--- src/rtl/mem_pkg.sv ---
// rtl/mem_pkg.sv - shared types and encodings for the memory access unit
package mem_pkg;

  // Access FSM states
  typedef enum logic [1:0] {
    ST_IDLE,
    ST_REQ,
    ST_RESP,
    ST_DONE
  } state_e;

  // Access width derived from CtrlM[1:0]
  typedef enum logic [1:0] {
    SZ_BYTE,
    SZ_HALF,
    SZ_WORD
  } acc_size_e;

  // CtrlM[2:0] size encodings
  localparam logic [2:0] CTRL_B  = 3'b000;
  localparam logic [2:0] CTRL_H  = 3'b001;
  localparam logic [2:0] CTRL_W  = 3'b010;
  localparam logic [2:0] CTRL_BU = 3'b100;
  localparam logic [2:0] CTRL_HU = 3'b101;

  localparam int TIMEOUT_DEFAULT = 15;

  // Unlisted encodings fall back to a full-word access
  function automatic acc_size_e ctrl_size(input logic [2:0] ctrl);
    case (ctrl[1:0])
      2'b00:   return SZ_BYTE;
      2'b01:   return SZ_HALF;
      default: return SZ_WORD;
    endcase
  endfunction

  function automatic logic is_aligned(input acc_size_e sz, input logic [1:0] off);
    case (sz)
      SZ_BYTE: return 1'b1;
      SZ_HALF: return (off[0] == 1'b0);
      default: return (off == 2'b00);
    endcase
  endfunction

endpackage

--- src/rtl/load_extend.sv ---
// rtl/load_extend.sv - lane shift and sign/zero extension of a loaded word
module load_extend
  import mem_pkg::*;
#(
  parameter int SIZE = 32
) (
  input  logic [SIZE-1:0] rdata,
  input  logic [1:0]      byte_off,
  input  logic [2:0]      ctrl,
  output logic [SIZE-1:0] data
);

  logic [SIZE-1:0] shifted;

  assign shifted = rdata >> {byte_off, 3'b000};

  // Pick the addressed lane and extend it to the full datapath width
  always_comb begin
    data = shifted;
    case (ctrl)
      CTRL_B:  data = {{(SIZE-8){shifted[7]}}, shifted[7:0]};
      CTRL_H:  data = {{(SIZE-16){shifted[15]}}, shifted[15:0]};
      CTRL_BU: data = {{(SIZE-8){1'b0}}, shifted[7:0]};
      CTRL_HU: data = {{(SIZE-16){1'b0}}, shifted[15:0]};
      default: data = shifted;
    endcase
  end

endmodule

--- src/rtl/mem_access_unit.sv ---
// rtl/mem_access_unit.sv - M-stage data memory access FSM with W-stage registers
module mem_access_unit
  import mem_pkg::*;
#(
  parameter int SIZE    = 32,
  parameter int TIMEOUT = TIMEOUT_DEFAULT
) (
  input  logic            CLK,
  input  logic            RST,
  input  logic            RegWriteM,
  input  logic            MemToRegM,
  input  logic            MemWriteM,
  input  logic [4:0]      WA3M,
  input  logic [SIZE-1:0] ALUOutM,
  input  logic [SIZE-1:0] WriteDataM,
  input  logic [6:0]      CtrlM,
  output logic            mem_req,
  output logic            mem_we,
  output logic [SIZE-1:0] mem_addr,
  output logic [SIZE-1:0] mem_wdata,
  output logic [3:0]      mem_be,
  input  logic            mem_gnt,
  input  logic            mem_rvalid,
  input  logic [SIZE-1:0] mem_rdata,
  output logic            StallM,
  output logic            RegWriteW,
  output logic            MemToRegW,
  output logic [4:0]      WA3W,
  output logic [SIZE-1:0] ALUOutW,
  output logic [SIZE-1:0] ReadDataW,
  output logic            MisalignM,
  output logic            BusErrM
);

  localparam int CW = $clog2(TIMEOUT + 1);

  state_e          state_q, state_d;
  logic [CW-1:0]   cnt_q, cnt_d;
  logic [SIZE-1:0] load_data_q, load_data_d;
  logic            reg_write_w_q, reg_write_w_d;
  logic            mem_to_reg_w_q, mem_to_reg_w_d;
  logic [4:0]      wa3_w_q, wa3_w_d;
  logic [SIZE-1:0] alu_out_w_q, alu_out_w_d;
  logic [SIZE-1:0] read_data_w_q, read_data_w_d;
  logic            misalign_q, misalign_d;
  logic            bus_err_q, bus_err_d;

  logic            access;
  logic            aligned;
  logic [1:0]      byte_off;
  acc_size_e       acc_size;
  logic [3:0]      be_raw;
  logic [SIZE-1:0] wdata_raw;
  logic [SIZE-1:0] ext_data;
  logic            in_req;
  logic            last_cycle;
  logic            unused_ctrl;

  assign unused_ctrl = ^CtrlM[6:3];

  assign access     = MemWriteM | MemToRegM;
  assign byte_off   = ALUOutM[1:0];
  assign acc_size   = ctrl_size(CtrlM[2:0]);
  assign aligned    = is_aligned(acc_size, byte_off);
  assign in_req     = (state_q == ST_REQ);
  assign last_cycle = (cnt_q == CW'(TIMEOUT - 1));

  load_extend #(.SIZE(SIZE)) u_load_extend (
    .rdata    (mem_rdata),
    .byte_off (byte_off),
    .ctrl     (CtrlM[2:0]),
    .data     (ext_data)
  );

  // Byte enables and lane-replicated store data for the current access width
  always_comb begin
    be_raw    = 4'b1111;
    wdata_raw = WriteDataM;
    case (acc_size)
      SZ_BYTE: begin
        be_raw    = 4'b0001 << byte_off;
        wdata_raw = {(SIZE/8){WriteDataM[7:0]}};
      end
      SZ_HALF: begin
        be_raw    = 4'b0011 << {byte_off[1], 1'b0};
        wdata_raw = {(SIZE/16){WriteDataM[15:0]}};
      end
      default: begin
        be_raw    = 4'b1111;
        wdata_raw = WriteDataM;
      end
    endcase
  end

  // Bus request fields are only driven while a request is outstanding
  assign mem_req   = in_req;
  assign mem_we    = in_req & MemWriteM;
  assign mem_addr  = in_req ? {ALUOutM[SIZE-1:2], 2'b00} : '0;
  assign mem_wdata = in_req ? wdata_raw : '0;
  assign mem_be    = in_req ? be_raw : 4'b0000;

  assign StallM = ((state_q == ST_IDLE) & access & aligned) |
                  (state_q == ST_REQ) | (state_q == ST_RESP);

  // Next-state, timeout counter and W-stage capture decisions
  always_comb begin
    state_d        = state_q;
    cnt_d          = cnt_q;
    load_data_d    = load_data_q;
    reg_write_w_d  = reg_write_w_q;
    mem_to_reg_w_d = mem_to_reg_w_q;
    wa3_w_d        = wa3_w_q;
    alu_out_w_d    = alu_out_w_q;
    read_data_w_d  = read_data_w_q;
    misalign_d     = 1'b0;
    bus_err_d      = 1'b0;
    case (state_q)
      ST_IDLE: begin
        if (!access || !aligned) begin
          // Pass-through; a misaligned access retires as a non-writing bubble
          reg_write_w_d  = RegWriteM & ~access;
          mem_to_reg_w_d = MemToRegM;
          wa3_w_d        = WA3M;
          alu_out_w_d    = ALUOutM;
          read_data_w_d  = '0;
          misalign_d     = access;
        end else begin
          // W sees bubbles while the access is in flight
          reg_write_w_d  = 1'b0;
          mem_to_reg_w_d = 1'b0;
          cnt_d          = '0;
          state_d        = ST_REQ;
        end
      end
      ST_REQ: begin
        reg_write_w_d  = 1'b0;
        mem_to_reg_w_d = 1'b0;
        // A grant in the final allowed cycle still wins over the timeout
        if (mem_gnt) begin
          cnt_d   = '0;
          state_d = MemWriteM ? ST_DONE : ST_RESP;
        end else if (last_cycle) begin
          bus_err_d = 1'b1;
          state_d   = ST_DONE;
        end else begin
          cnt_d = cnt_q + CW'(1);
        end
      end
      ST_RESP: begin
        reg_write_w_d  = 1'b0;
        mem_to_reg_w_d = 1'b0;
        if (mem_rvalid) begin
          load_data_d = ext_data;
          state_d     = ST_DONE;
        end else if (last_cycle) begin
          bus_err_d = 1'b1;
          state_d   = ST_DONE;
        end else begin
          cnt_d = cnt_q + CW'(1);
        end
      end
      default: begin
        // DONE: retire the access; a bus error suppresses the register write
        reg_write_w_d  = RegWriteM & ~bus_err_q;
        mem_to_reg_w_d = MemToRegM;
        wa3_w_d        = WA3M;
        alu_out_w_d    = ALUOutM;
        read_data_w_d  = (MemToRegM && !bus_err_q) ? load_data_q : '0;
        state_d        = ST_IDLE;
      end
    endcase
  end

  // State and registered outputs; reset abandons any access in flight
  always_ff @(posedge CLK) begin
    if (RST) begin
      state_q        <= ST_IDLE;
      cnt_q          <= '0;
      load_data_q    <= '0;
      reg_write_w_q  <= 1'b0;
      mem_to_reg_w_q <= 1'b0;
      wa3_w_q        <= '0;
      alu_out_w_q    <= '0;
      read_data_w_q  <= '0;
      misalign_q     <= 1'b0;
      bus_err_q      <= 1'b0;
    end else begin
      state_q        <= state_d;
      cnt_q          <= cnt_d;
      load_data_q    <= load_data_d;
      reg_write_w_q  <= reg_write_w_d;
      mem_to_reg_w_q <= mem_to_reg_w_d;
      wa3_w_q        <= wa3_w_d;
      alu_out_w_q    <= alu_out_w_d;
      read_data_w_q  <= read_data_w_d;
      misalign_q     <= misalign_d;
      bus_err_q      <= bus_err_d;
    end
  end

  assign RegWriteW = reg_write_w_q;
  assign MemToRegW = mem_to_reg_w_q;
  assign WA3W      = wa3_w_q;
  assign ALUOutW   = alu_out_w_q;
  assign ReadDataW = read_data_w_q;
  assign MisalignM = misalign_q;
  assign BusErrM   = bus_err_q;

endmodule

--- config.mk ---
export PLATFORM = sky130hd
export DESIGN_NAME = mem_access_unit
export DESIGN_NICKNAME = d
export VERILOG_FILES = /design/src/rtl/mem_pkg.sv /design/src/rtl/load_extend.sv /design/src/rtl/mem_access_unit.sv
export SDC_FILE = /design/constraint.sdc
export NUM_CORES = 1
export LEC_CHECK = 0
export ABC_AREA = 1
export CORE_ASPECT_RATIO = 1.4
export CORE_MARGIN = 8
export CORE_UTILIZATION = 42
export DETAILED_ROUTE_END_ITERATION = 10
export PLACE_DENSITY = 0.84
export SYNTH_ARGS = -nofsm -noshare
export SYNTH_HDL_FRONTEND = slang
export SYNTH_SLANG_ARGS = --single-unit
--- constraint.sdc ---
create_clock -name CLK -period 2.2 [get_ports CLK]
set_clock_uncertainty 0.2 [all_clocks]
set_input_delay 0.44 -clock CLK [delete_from_list [all_inputs] [get_ports CLK]]
set_output_delay 0.44 -clock CLK [all_outputs]
set_load 0.03 [all_outputs]
==> flow_summary.json, run 1 <==
{
  "hold_violations": 0,
  "vias": 6628,
  "rsz0062_at_grt": "yes",
  "clock_latency_ns": 0.34,
  "io_pins": 259,
  "antenna_found_initial": 1,
  "synth_area_um2": 5660,
  "pwr-share-seq": 0.307,
  "required_ns": 1.56,
  "cts_tree": "built",
  "cts_buffer_depth": 2,
  "max_cap_viol_count": 0,
  "route.detailed.drc": 0,
  "ant_nets": 0,
  "critPathArrivalTime_ns": 1.58,
  "pwr-share-comb": 0.506,
  "max_slew_margin": 0.528,
  "grt_pass1_vias": 6189,
  "synth_compound_area_frac": 0.157,
  "grt_pass1_wl_um": 33500,
  "whs_path_depth": 2,
  "htreeDepth": 3,
  "fp.dieW_um": 114,
  "fin_nets": 1249,
  "ys_types": 30,
  "powerDensity_nw_per_um2": 891,
  "yosysSeqAreaShare": 0.393,
  "synthAdderAreaFrac": 0.0155,
  "switching_power_mw": 3.31,
  "hold_class": "flip-flop to flip-flop",
  "fin_cells": 1314,
  "leakage_nw": 4.17,
  "dieArea_um2": 17500,
  "start_util": 0.427,
  "area_delta_synth_final_pct": 58.7,
  "postCtsHoldBufs": 0,
  "grt.total_usage": 0.241,
  "nFillCells": 1120,
  "cts_buffers": 9,
  "final.period_utilization": 1.01,
  "cts_root_buffer": "clkbuf_16",
  "fin_setup_tns_ns": -0.166,
  "syn_area_per_cell_um2": 6.47,
  "setup_ws_ns": -0.0218,
  "cp_max_fo": 22,
  "hold_slack_ns": 0.261,
  "max-vdd-ir-drop_uv": 444,
  "reg2reg_depth": 6,
  "status": "finished, violations left",
  "drtPass1Iterations": 5,
  "drive_gt1_frac": 0.165,
  "worstSetupPathType": "flip-flop to output pin",
  "p_clk_frac": 0.187,
  "first_iter_violations": 529,
  "synthSimpleGateAreaFrac": 0.317,
  "viasPerCell": 5.04,
  "wl_per_cell_um": 16.6,
  "p_total_mw": 8.00,
  "synth_cells": 874,
  "synth_top_family_by_area": "simple AND/OR/NAND/NOR gates",
  "worst_setup_path_end_kind": "output pin",
  "overflow": 0,
  "rows": 50,
  "min_period_ns": 2.22,
  "violations": "negative setup slack",
  "place.gp.congestion": 0.880,
  "clock.fmax_ghz": 0.450,
  "worst_slew_pin_slew_ns": 0.707,
  "path_clk_slew_ns": 0.07,
  "clock-sinks": 111,
  "worstSetupStartpointType": "flip-flop",
  "timing.final.max_slew_violations": 0,
  "grt_start_max_net_pins": 62,
  "dp.cells": 1292,
  "portBuffers": 252,
  "drt_wl_total_um": 21800,
  "synth.mux.area_fraction": 0,
  "swShare": 0.414,
  "yosys_warnings": 0,
  "p_int_mw": 4.69,
  "core_region_area_um2": 13300,
  "dieHeight_um": 153,
  "setup_viol": 20,
  "hpwlAfterDp_um": 16500,
  "synth_seq_cells": 111,
  "synth_xor_area_frac": 0
}
power by group through the flow:
stage,sequential [mW],combinational (mW),clock (mW)
floorplan,2.90,1.86,0
global placement,2.48,3.84,0
detailed placement,2.50,3.89,0
CTS,2.46,4.00,1.53
global route,2.48,4.32,1.59
finish,2.46,4.04,1.50
worst paths after layout:
path	endpoint	slack, ns	startpoint
setup reg to reg	ReadDataW[26]	0.31	state_q[0]
hold reg to reg	ReadDataW[24]	0.26	ReadDataW[24]
setup / recovery	mem_addr[10]	-0.02	state_q[1]
hold / removal	ReadDataW[24]	0.26	ReadDataW[24]
cell families (layout without fill, tap and decap cells):
kind of cell | after synthesis | after routing
AO/OA/AOI/OAI | 161 | 161
other | 1 | 3
adder cells (fa/ha/maj) | 7 | 7
AND/OR/NAND/NOR | 437 | 437
buffers and inverters | 157 | 413
flip-flops | 111 | 111
area by class of cell:
| class | count | area (um^2) | area share |
|---|---|---|---|
| clock buffers | 11 | 243 | 0.0270 |
| well taps | 182 | 228 | 0.0254 |
| inverters | 101 | 392 | 0.0436 |
| flip-flops and latches | 111 | 2220 | 0.248 |
| repair buffers | 297 | 2980 | 0.332 |
| multi-input cells | 607 | 2890 | 0.321 |
| clock inverters | 4 | 22.5 | 0.00251 |
| diodes | 1 | 2.50 | 0.000279 |
stage by stage:
stage / instance area [um^2] / utilization / worst slack [ns]
6_report: 8980 / 0.677 / -0.0218
3_5_place_dp: 8530 / 0.643 / -0.304
5_1_grt: 8980 / 0.677 / -0.0881
2_1_floorplan: 5720 / - / -0.138
4_1_cts: 8900 / 0.671 / -0.0211
3_3_place_gp: 8530 / 0.643 / -0.322
metal layers:
layer / part of all wire / vias to the layer above / track usage
met5: 0 / - / 0
met4: 0.035 / 0 / 0.108
met3: 0.088 / 48 / 0.0595
met2: 0.51 / 309 / 0.431
met1: 0.37 / 3012 / 0.258
li1: - / 3259 / -
cell usage in the layout, fill, tap and decap left out, types with 4 or more instances in the layout:
cell / synthesis / routed
nand2_1: 183 / 183
nor2_2: 2 / 20
ha_1: 7 / 5
buf_4: 5 / 82
clkdlybuf4s50_1: 0 / 178
o22ai_1: 8 / 8
buf_12: 0 / 18
a21oi_1: 51 / 51
nor2_1: 178 / 159
o21ai_2: 0 / 7
or2_2: 7 / 7
nand4_1: 4 / 4
nand2_2: 4 / 4
inv_1: 97 / 95
dfxtp_1: 111 / 109
o21ai_1: 0 / 8
o21ai_0: 73 / 58
o211ai_1: 22 / 22
clkbuf_16: 0 / 9
buf_6: 3 / 13
nor3_1: 4 / 4
nand3_1: 50 / 49
critical path, cell delays in order (launching register included):
cell and delay (ns):
dfxtp_2 0.35, inv_2 0.09, ha_4 0.20, bufbuf_16 0.32
nand2_1 0.06, inv_1 0.06, buf_4 0.16
synth_stat cells:
| cell type | n | area, um^2 |
|---|---|---|
| a211oi_1 | 2 | 15.0 |
| a21oi_1 | 51 | 255 |
| a21oi_2 | 3 | 26.3 |
| a31oi_1 | 2 | 12.5 |
| buf_2 | 17 | 85.1 |
| buf_4 | 5 | 37.5 |
| buf_6 | 3 | 33.8 |
| clkbuf_1 | 31 | 116 |
| clkinv_1 | 1 | 3.75 |
| conb_1 | 1 | 3.75 |
| dfxtp_1 | 111 | 2220 |
| ha_1 | 7 | 87.6 |
| inv_1 | 97 | 364 |
| inv_2 | 1 | 3.75 |
| inv_4 | 1 | 6.26 |
| inv_6 | 1 | 8.76 |
| nand2_1 | 183 | 687 |
| nand2_2 | 4 | 25.0 |
| nand2_4 | 2 | 22.5 |
| nand3_1 | 50 | 250 |
| nand3_2 | 2 | 20.0 |
| nand4_1 | 4 | 25.0 |
| nor2_1 | 178 | 668 |
| nor2_2 | 2 | 12.5 |
| nor3_1 | 4 | 20.0 |
| nor4_4 | 1 | 21.3 |
| o211ai_1 | 22 | 165 |
| o21ai_0 | 73 | 365 |
| o22ai_1 | 8 | 50.1 |
| or2_2 | 7 | 43.8 |
flip-flops by register name, indices dropped and copies added, names as in the netlist:
signal / flops
load_data_q: 32
state_q: 2
cnt_q: 4
MemToRegW: 1
BusErrM: 1
ReadDataW: 32
MisalignM: 1
ALUOutW: 32
WA3W: 5
RegWriteW: 1
repair_timing:
item	in CTS	in global routing
setup buffers	3	2
endpoints found under the hold margin	0	0
endpoints found under the setup margin	29	49
pin swaps	2	1
gates resized for setup	27	25
gates cloned	1	0
(Power assumes the default switching activity.)
==> run 2, diff against run 1 <==
Settings changed: CORE_UTILIZATION 42 to 45, HOLD_SLACK_MARGIN set to 0.1, PLACE_DENSITY 0.84 to 0.89.
Clock period 2.2 ns to 2.7 ns, I/O delays scaled along.
==> run 2 against run 1 <==
Effect of this change: the flow now finishes without violations; power fell by 20%; register-to-register slack improved by 0.19 ns; combinational power shrank 23%; global-route usage fell by 0.11 points; clock power down 15%; utilization grew 2.1 points; sequential share of layout area up 1.1 points; non-clock buffer count shrank 17; sequential power down 19%; final area decreased by 4.2%; wire length is 5.8% lower; largest cell class is now multi-input gates.
==> flow_summary.json, run 2 (synthesis results as in run 1) <==
{
  "clock-sinks": 111,
  "route.detailed.drc": 0,
  "io_pins": 259,
  "worst_slew_pin_slew_ns": 0.661,
  "timing.final.max_slew_violations": 0,
  "wl_per_cell_um": 16.2,
  "drtPass1Iterations": 5,
  "portBuffers": 252,
  "max_stage_delay_ns": 0.50,
  "cts_buffers": 9,
  "max-vdd-ir-drop_uv": 453,
  "required_ns": 1.96,
  "cts_buffer_depth": 2,
  "hold_class": "flip-flop to flip-flop",
  "place_ws_ns": -0.00686,
  "final_cell_area_um2": 8600,
  "hpwlAfterDp_um": 15600,
  "drt_wl_total_um": 20500,
  "ant_nets": 0,
  "critPathArrivalTime_ns": 1.85,
  "powerDensity_nw_per_um2": 740,
  "viasPerCell": 5.11,
  "place_area_um2": 8260,
  "fp.dieW_um": 111,
  "vias": 6464,
  "antenna_found_initial": 0,
  "fin_setup_tns_ns": 0,
  "rsz0062_at_grt": "no",
  "area_delta_synth_final_pct": 52.0,
  "postCtsHoldBufs": 0,
  "max_cap_viol_count": 0,
  "worstSetupStartpointType": "primary input",
  "final.period_utilization": 0.960,
  "cp_max_fo": 11,
  "start_util": 0.460,
  "drive_gt1_frac": 0.125,
  "dieHeight_um": 149,
  "p_clk_frac": 0.200,
  "rows": 48,
  "hold_violations": 0,
  "overflow": 0,
  "p_int_mw": 3.73,
  "place.gp.congestion": 0.918,
  "grt.total_usage": 0.240,
  "cts_root_buffer": "clkbuf_16",
  "fin_nets": 1232,
  "grt_pass1_vias": 6028,
  "pwr-share-seq": 0.314,
  "first_iter_violations": 368,
  "clock.fmax_ghz": 0.386,
  "htreeDepth": 3,
  "hold_slack_ns": 0.262,
  "worst_setup_path_end_kind": "output pin",
  "grt_pass1_wl_um": 32100,
  "final_common_cell": "nand2_1",
  "antenna_cells": 0,
  "fin_util": 0.698,
  "p_total_mw": 6.36,
  "cts_tree": "built",
  "leakage_nw": 4.03,
  "max_slew_margin": 0.559,
  "setup_ws_ns": 0.107,
  "clock_latency_ns": 0.34,
  "grt_start_max_net_pins": 62,
  "worstSetupPathType": "primary input to output pin",
  "pwr-share-comb": 0.486,
  "dieArea_um2": 16500,
  "switching_power_mw": 2.64,
  "crit_slowest_cell": "clkdlybuf4s50_1",
  "core_region_area_um2": 12300,
  "nFillCells": 1022,
  "swShare": 0.414,
  "fin_cells": 1265,
  "min_period_ns": 2.59,
  "setup_viol": 0,
  "dp.cells": 1246,
  "cp_cell_sequence": "clkdlybuf4s50_1 > inv_1 > nand2_4 > o22ai_1 > nor3_1 > buf_4 > buf_12",
  "status": "finished clean",
  "path_clk_slew_ns": 0.07,
  "layout_common_cells": "nand2_1 (183), clkdlybuf4s50_1 (181), nor2_1 (178)"
}
-- run 2: cell count changes in the layout (fill, tap and decap cells not counted), moves of 3 or more --
| cell | delta |
|---|---|
| o21ai_0 | +15 |
| nor2_1 | +19 |
| o21ai_2 | -7 |
| clkdlybuf4s50_1 | +3 |
| buf_6 | -13 |
| nor2_2 | -18 |
| buf_12 | -6 |
| o21ai_1 | -8 |
-- run 2: path summary, 6_finish.rpt --
kind	endpoint	slack, ns	depth (start not counted)	from
max	mem_wdata[15]	0.11	7	CtrlM[0]
min reg2reg	ReadDataW[13]	0.26	2	ReadDataW[13]
max reg2reg	ReadDataW[16]	0.50	6	state_q[0]
min	ReadDataW[13]	0.26	2	ReadDataW[13]
-- run 2: power groups by stage --
stage	sequential (mW)	combinational, mW	clock [mW]
2_1_floorplan	2.36	1.49	0
3_3_place_gp	2.02	3.00	0
3_5_place_dp	2.03	3.03	0
4_1_cts	1.99	3.04	1.30
5_1_grt	2.02	3.32	1.36
6_report	2.00	3.10	1.27
-- run 2: area by class of cell --
type,instances,area (um^2),area share
multi-input cells,607,2790,0.325
repair buffers,280,2720,0.316
flip-flops and latches,111,2220,0.258
inverters,101,390,0.0454
clock buffers,12,256,0.0298
well taps,150,188,0.0218
clock inverters,4,28.8,0.00335
-- run 2: what timing repair did --
action,in CTS,in global routing
buffers inserted,0,2
setup endpoints to repair,1,2
cloned,0,1
hold endpoints to repair,0,0
resized for setup,1,2
pin swaps,0,1
-- run 2: layer usage --
| layer | vias up | wire length (um) | GRT usage |
|---|---|---|---|
| met1 | 2904 | 8130 | 0.281 |
| li1 | 3224 | - | - |
| met2 | 284 | 10200 | 0.406 |
| met5 | - | 0 | 0 |
| met3 | 52 | 1410 | 0.0480 |
| met4 | 0 | 830 | 0.121 |
-- run 2: critical path, delay by kind of cell --
family | cells | cell delay, ns
buffers and inverters | 4 | 0.86
and+or+nand+nor | 2 | 0.35
AOI/OAI and AO/OA | 1 | 0.11
